**src/rtl/washer_panel_pkg.sv**
```systemverilog
// Shared definitions for the washer front-panel input path.
// Holds the key indices, the per-key FSM state type and a counter-width helper.
package washer_panel_pkg;

  localparam int KEY_RESET = 0;
  localparam int KEY_RUN   = 1;
  localparam int KEY_WATER = 2;
  localparam int KEY_OPEN  = 3;
  localparam int KEY_CLICK = 4;
  localparam int NUM_KEYS  = 5;

  typedef enum logic [1:0] {
    IDLE,
    HELD,
    LONG
  } keyState_e;

  // One spare bit over $clog2 so a counter can hold the parameter value itself.
  function automatic int cntWidth(input int maxVal);
    return $clog2(maxVal) + 1;
  endfunction

endpackage

```
**src/rtl/key_debounce_fsm.sv**
```systemverilog
// One panel key: 2-flop synchronizer, debounce counter, IDLE/HELD/LONG FSM.
// Auto-repeat counter exists only when PANEL_AUTO_REPEAT_EN is defined.
module key_debounce_fsm
  import washer_panel_pkg::*;
#(
  parameter int DEBOUNCE_CYCLES = 20000,
  parameter int LONG_CYCLES     = 1000000,
  parameter int REPEAT_CYCLES   = 250000,
  parameter bit REPEAT_EN       = 1'b0
) (
  input  logic clk,
  input  logic rst_n,
  input  logic rawKey,
  output logic keyLevel,
  output logic keyPress,
  output logic keyLong,
  output logic keyRelease
);

  localparam int DbW   = cntWidth(DEBOUNCE_CYCLES);
  localparam int HoldW = cntWidth(LONG_CYCLES);
  localparam logic [DbW-1:0]   DbLast   = DbW'(DEBOUNCE_CYCLES - 1);
  localparam logic [HoldW-1:0] HoldLast = HoldW'(LONG_CYCLES - 1);

  logic [1:0]       syncFf;
  logic [DbW-1:0]   dbCnt;
  logic [HoldW-1:0] holdCnt;
  keyState_e        state, nextState;
  logic             synced, mismatch, accept, longHit, repeatHit;
  logic             pressNext, longNext, releaseNext;

  assign synced   = syncFf[1];
  assign keyLevel = (state != IDLE);
  assign mismatch = (synced != keyLevel);
  assign accept   = mismatch && (dbCnt == DbLast);
  assign longHit  = (state == HELD) && (holdCnt == HoldLast);

`ifdef PANEL_AUTO_REPEAT_EN
  localparam int RepW = cntWidth(REPEAT_CYCLES);
  localparam logic [RepW-1:0] RepLast = RepW'(REPEAT_CYCLES - 1);
  logic [RepW-1:0] repCnt;

  // Free-running period counter while in LONG; restarts on every repeat pulse.
  always_ff @(posedge clk or negedge rst_n) begin
    if (!rst_n) begin
      repCnt <= '0;
    end else if (state == LONG && repCnt != RepLast) begin
      repCnt <= repCnt + RepW'(1);
    end else begin
      repCnt <= '0;
    end
  end

  assign repeatHit = REPEAT_EN && (state == LONG) && (repCnt == RepLast);
`else
  assign repeatHit = 1'b0;
`endif

  always_ff @(posedge clk or negedge rst_n) begin
    if (!rst_n) begin
      syncFf     <= '0;
      dbCnt      <= '0;
      holdCnt    <= '0;
      state      <= IDLE;
      keyPress   <= 1'b0;
      keyLong    <= 1'b0;
      keyRelease <= 1'b0;
    end else begin
      syncFf     <= {syncFf[0], rawKey};
      state      <= nextState;
      keyPress   <= pressNext;
      keyLong    <= longNext;
      keyRelease <= releaseNext;
      if (!mismatch || accept) begin
        dbCnt <= '0;
      end else if (dbCnt != DbLast) begin
        dbCnt <= dbCnt + DbW'(1);
      end
      if (state == HELD && holdCnt != HoldLast) begin
        holdCnt <= holdCnt + HoldW'(1);
      end else begin
        holdCnt <= '0;
      end
    end
  end

  // An accepted fall outranks the long and repeat thresholds in the same cycle.
  always_comb begin
    nextState   = state;
    pressNext   = 1'b0;
    longNext    = 1'b0;
    releaseNext = 1'b0;
    unique case (state)
      IDLE: begin
        if (accept) begin
          nextState = HELD;
          pressNext = 1'b1;
        end
      end
      HELD: begin
        if (accept) begin
          nextState   = IDLE;
          releaseNext = 1'b1;
        end else if (longHit) begin
          nextState = LONG;
          longNext  = 1'b1;
        end
      end
      LONG: begin
        if (accept) begin
          nextState   = IDLE;
          releaseNext = 1'b1;
        end else if (repeatHit) begin
          pressNext = 1'b1;
        end
      end
      default: nextState = IDLE;
    endcase
  end

endmodule

```
**src/rtl/panel_key_decoder.sv**
```systemverilog
// Washer front-panel decoder: five debounced keys plus the key-click beeper.
// Define PANEL_AUTO_REPEAT_EN to enable auto-repeat for keys in REPEAT_MASK.
module panel_key_decoder
  import washer_panel_pkg::*;
#(
  parameter int             DEBOUNCE_CYCLES = 20000,
  parameter int             LONG_CYCLES     = 1000000,
  parameter int             REPEAT_CYCLES   = 250000,
  parameter logic [4:0]     REPEAT_MASK     = 5'b10000,
  parameter int             BEEP_CYCLES     = 50000
) (
  input  logic       clk,
  input  logic       rst_n,
  input  logic [4:0] in_keys,
  output logic [4:0] key_level,
  output logic [4:0] key_press,
  output logic [4:0] key_long,
  output logic [4:0] key_release,
  output logic       beep_out
);

  localparam int BeepW = cntWidth(BEEP_CYCLES);

  logic [BeepW-1:0] beepCnt;

  for (genvar k = 0; k < NUM_KEYS; k++) begin : gKey
    key_debounce_fsm #(
      .DEBOUNCE_CYCLES(DEBOUNCE_CYCLES),
      .LONG_CYCLES    (LONG_CYCLES),
      .REPEAT_CYCLES  (REPEAT_CYCLES),
      .REPEAT_EN      (REPEAT_MASK[k])
    ) uKey (
      .clk       (clk),
      .rst_n     (rst_n),
      .rawKey    (in_keys[k]),
      .keyLevel  (key_level[k]),
      .keyPress  (key_press[k]),
      .keyLong   (key_long[k]),
      .keyRelease(key_release[k])
    );
  end

  // Any press (repeats included) reloads the click; simultaneous presses load once.
  always_ff @(posedge clk or negedge rst_n) begin
    if (!rst_n) begin
      beepCnt <= '0;
    end else if (|key_press) begin
      beepCnt <= BeepW'(BEEP_CYCLES);
    end else if (beepCnt != '0) begin
      beepCnt <= beepCnt - BeepW'(1);
    end
  end

  assign beep_out = (beepCnt != '0);

endmodule

```
**config.mk**
```make
export PLATFORM = sky130hd
export DESIGN_NAME = panel_key_decoder
export DESIGN_NICKNAME = d
export VERILOG_FILES = /design/src/rtl/washer_panel_pkg.sv /design/src/rtl/key_debounce_fsm.sv /design/src/rtl/panel_key_decoder.sv
export SDC_FILE = /design/constraint.sdc
export NUM_CORES = 1
export LEC_CHECK = 0
export ABC_AREA = 0
export BUFFER_PORTS_ARGS = -buffer_cell sky130_fd_sc_hd__buf_2
export CAP_MARGIN = 15
export CORE_MARGIN = 2
export CORE_UTILIZATION = 45
export CTS_BUF_LIST = sky130_fd_sc_hd__clkbuf_2 sky130_fd_sc_hd__clkbuf_4 sky130_fd_sc_hd__clkbuf_8
export DETAILED_ROUTE_END_ITERATION = 10
export PLACE_DENSITY = 0.61
export SETUP_SLACK_MARGIN = 0.4
export SLEW_MARGIN = 20
export SYNTH_ARGS = -nofsm -noshare
export SYNTH_HDL_FRONTEND = slang
export SYNTH_HIERARCHICAL = 1
export SYNTH_SLANG_ARGS = --single-unit
```
**constraint.sdc**
```tcl
create_clock -name clk -period 2 [get_ports clk]
set_input_delay 0.2 -clock clk [delete_from_list [all_inputs] [get_ports clk]]
set_output_delay 0.2 -clock clk [all_outputs]
set_load 0.02 [all_outputs]
```
==> summary.txt <==
Timing
  • Final Hold Fails: 0
  • Min cycle time layout: 2.19 ns
  • Worst clock skew: 0.0160 ns
  • Slew headroom: 72.2%
  • Tcrit/Tclk final: 109%
  • Worst Slack Setup Final: -0.187 ns
  • Setup violators final: 1
  • RSZ-0062 raised after global routing: yes
  • Worst slew pin tran: 0.417 ns
  • Max Freq: 0.457 GHz
  • Pins Over Slew Limit: 0

Synthesis
  • Synthesis-stage register bit count: 237
  • Register area share after synthesis: 50.8%
  • Synth warn: 6
  • Avg Inst Size Synth: 10.6 sq um
  • Post-Synthesis Cells: 1106
  • Post-Syn Nets: 1139
  • Synth Cell Area: 11700 sq um
  • Ys flop type: dfrtp_1
  • Library cells used by synthesis: 46
  • Fraction of registers with async set/reset: 100%
  • Post-synth EDFFs: 0

Power
  • Clock power frac: 47.6%
  • Max VDD drop: 0.541 mV
  • Flop pwr share: 49.6%
  • Pwr Total: 9.83 mW
  • PwrDens: 593 nW/um^2
  • Combinational share of power: 2.9%
  • Leakage: 7.18 nW
  • Switching portion of total power: 22.8%
  • Sw Pwr: 2.24 mW
  • Internal power: 7.59 mW

Worst setup path
  • Worst EP arrival: 1.99 ns
  • Critical Path RT: 1.80 ns
  • Slowest stage delay, CP: 0.58 ns
  • Nature of the critical path endpoint: primary output
  • Reg2reg end: beepCnt[10]
  • Reg2reg start: beepCnt[3]
  • Flop-to-flop setup slack: 0.10 ns
  • Critical Setup Path Class: reg -> out
  • Critical-path top delay cell: or4b_4
  • CP max FO: 6
  • R2R depth: 4
  • Crit-path cells: or4b_4 > or2_4 > buf_6
  • CP Launch Type: flop

Finish
  • Inserted Diodes: 0
  • Area Growth Syn to Fin: 41.9%
  • Share of cells above drive strength 1: 43.0%
  • Most common library cell in the layout ignoring fill and taps: dfrtp_1
  • Final Util: 65.4%
  • Count of non-filler cells in the finished layout: 1703
  • Commonest cells after routing, fill and taps aside: 223 x dfrtp_1, 112 x buf_4, 110 x nor2_4, 97 x xor2_1, 88 x nor2_1
  • Nets: 1379

Clock network
  • Worst-Skew Late Latency: 0.54 ns
  • CTS Sinks: 237
  • Clock tree buffer depth: 3
  • # H-tree levels: 2
  • CTS Buf Count: 42
  • Root buffer cell: clkbuf_8
  • Reg clk slew, reported paths: 0.07 ns
  • TritonCTS clock tree: yes

Global route
  • Largest net degree at the start of global routing: 65
  • Vias in the first global route: 8705
  • GR Overflow Total: 0
  • Initial antenna violation count: 0
  • First-pass GRT wire length: 42.3 mm
  • Total GRT Usage: 18.9%

Die
  • Initial Util: 46.1%
  • Die Span X: 165 um
  • Site Rows: 58
  • I/O pin count: 28
  • Core footprint: 25300 sq um
  • Die Y: 165 um
  • Die ar.: 27200 sq um

Routing
  • Via/cell ratio: 5.07
  • Iteration-0 DRC Markers: 413
  • Wire length on met3: 801 um
  • Highest metal used: met4
  • Total number of vias: 8640
  • Drt wl/cell: 15.4 um
  • DRC viols: 0
  • Final WL: 26.2 mm
  • M1 wire length: 12.0 mm
  • Antenna viol nets, final: 0
  • Metal2 WL: 12.9 mm
  • Pre-Repair DR Iteration Count: 5

Placed design
  • Placed Cells: 1461
  • IO Port Bufs: 27
  • Pre-CTS WS: 0.176 ns
  • Gpl congestion: 0.756
  • Post-DP HPWL: 13.6 mm

Min path
  • Worst Hold Class: in -> async

Run status
  • Outcome: finished, violations left
  • Failing checks: setup timing

Run
  • Max_cap viols: 0
## layer usage
metal | up-vias | global-route usage (%)
li1 | 4217 | -
met1 | 4270 | 26.5
met2 | 110 | 30.3
met3 | 43 | 3.21
met4 | 0 | 5.89
met5 | - | 0
## layout make-up
class                   instances  area [sq um]
well taps                     330           413
clock inverters                13          96.3
fillers                      1881          8760
flip-flops and latches        237          5950
multi-input cells             802          6910
inverters                      48           183
repair buffers                215          2240
clock buffers                  58           779
## power by group through the flow
stage | clock, mW | sequential (mW) | combinational [mW]
final | 4.67 | 4.87 | 0.282
after global routing | 5.06 | 4.87 | 0.323
after detailed placement | 0 | 4.95 | 0.209
after global placement | 0 | 4.95 | 0.207
after floorplan | 0 | 4.94 | 0.0672
after CTS | 4.82 | 4.86 | 0.225
## how the worst max path moves through the flow
stage / cells past startpoint / to / startpoint / slack [ns]
final: 3 / beep_out / beepCnt[3] / -0.19
after global routing: 5 / beep_out / beepCnt[1] / -0.26
after CTS: 5 / beep_out / beepCnt[0] / -0.23
after detailed placement: 5 / beepCnt[10] / beepCnt[0] / 0.18
after global placement: 5 / beepCnt[10] / beepCnt[0] / 0.20
after floorplan: 5 / beepCnt[10] / beepCnt[0] / 0.25
## kinds of logic after synthesis
kind of cell / Yosys count / synth area share, %
AO/OA/AOI/OAI: 46 / 3.24
XOR/XNOR: 170 / 12.8
adder cells (fa/ha/maj): 26 / 2.79
buffers and inverters: 67 / 3.32
flip-flops: 237 / 50.8
multiplexers: 2 / 0.172
AND/OR/NAND/NOR: 558 / 26.9
## cells in the mapped netlist, types with 21 or more instances
master | number | share of area, %
and3_1 | 29 | 1.6
and4_1 | 21 | 1.6
dfrtp_1 | 237 | 51
ha_1 | 26 | 2.8
inv_1 | 48 | 1.5
nand2_1 | 69 | 2.2
nand3_1 | 42 | 1.8
nand4_1 | 42 | 2.3
nor2_1 | 167 | 5.4
nor2_2 | 50 | 2.7
nor3_1 | 37 | 1.6
xnor2_1 | 60 | 4.5
xor2_1 | 110 | 8.3
## sequential cells by signal, indices dropped and copies added, names as in the netlist
signal and flops:
gKey.uKey/state 10, beepCnt 17, gKey.uKey/holdCnt 105, gKey.uKey/keyLong 5, gKey.uKey/syncFf 10, gKey.uKey/keyRelease 5, gKey.uKey/keyPress 5, gKey.uKey/dbCnt 80
## per-stage QoR
step | hold WS (ns) | instance area (sq um) | setup TNS, ns
3_3_place_gp | 0.138 | 12200 | 0
3_5_place_dp | 0.145 | 12200 | 0
6_report | 0.152 | 16600 | -0.187
4_1_cts | 0.143 | 15000 | -0.230
2_1_floorplan | -0.0956 | 11700 | 0
5_1_grt | 0.164 | 16600 | -0.263
## critical path: cells and delay by family, from the launching register on
kind / cells / cell delay (ns)
DFF: 1 / 0.49
and+or+nand+nor: 2 / 0.83
buffers and inverters: 1 / 0.13
## timing repair
action / in CTS / in global routing
buffers inserted: 91 / 55
hold endpoints to repair: 178 / 0
pin swaps: 96 / 124
gates resized for setup: 203 / 243
cloned: 13 / 6
hold buffers: 6 / 0
setup endpoints to repair: 163 / 212
Power figures use the tool's default switching activity.
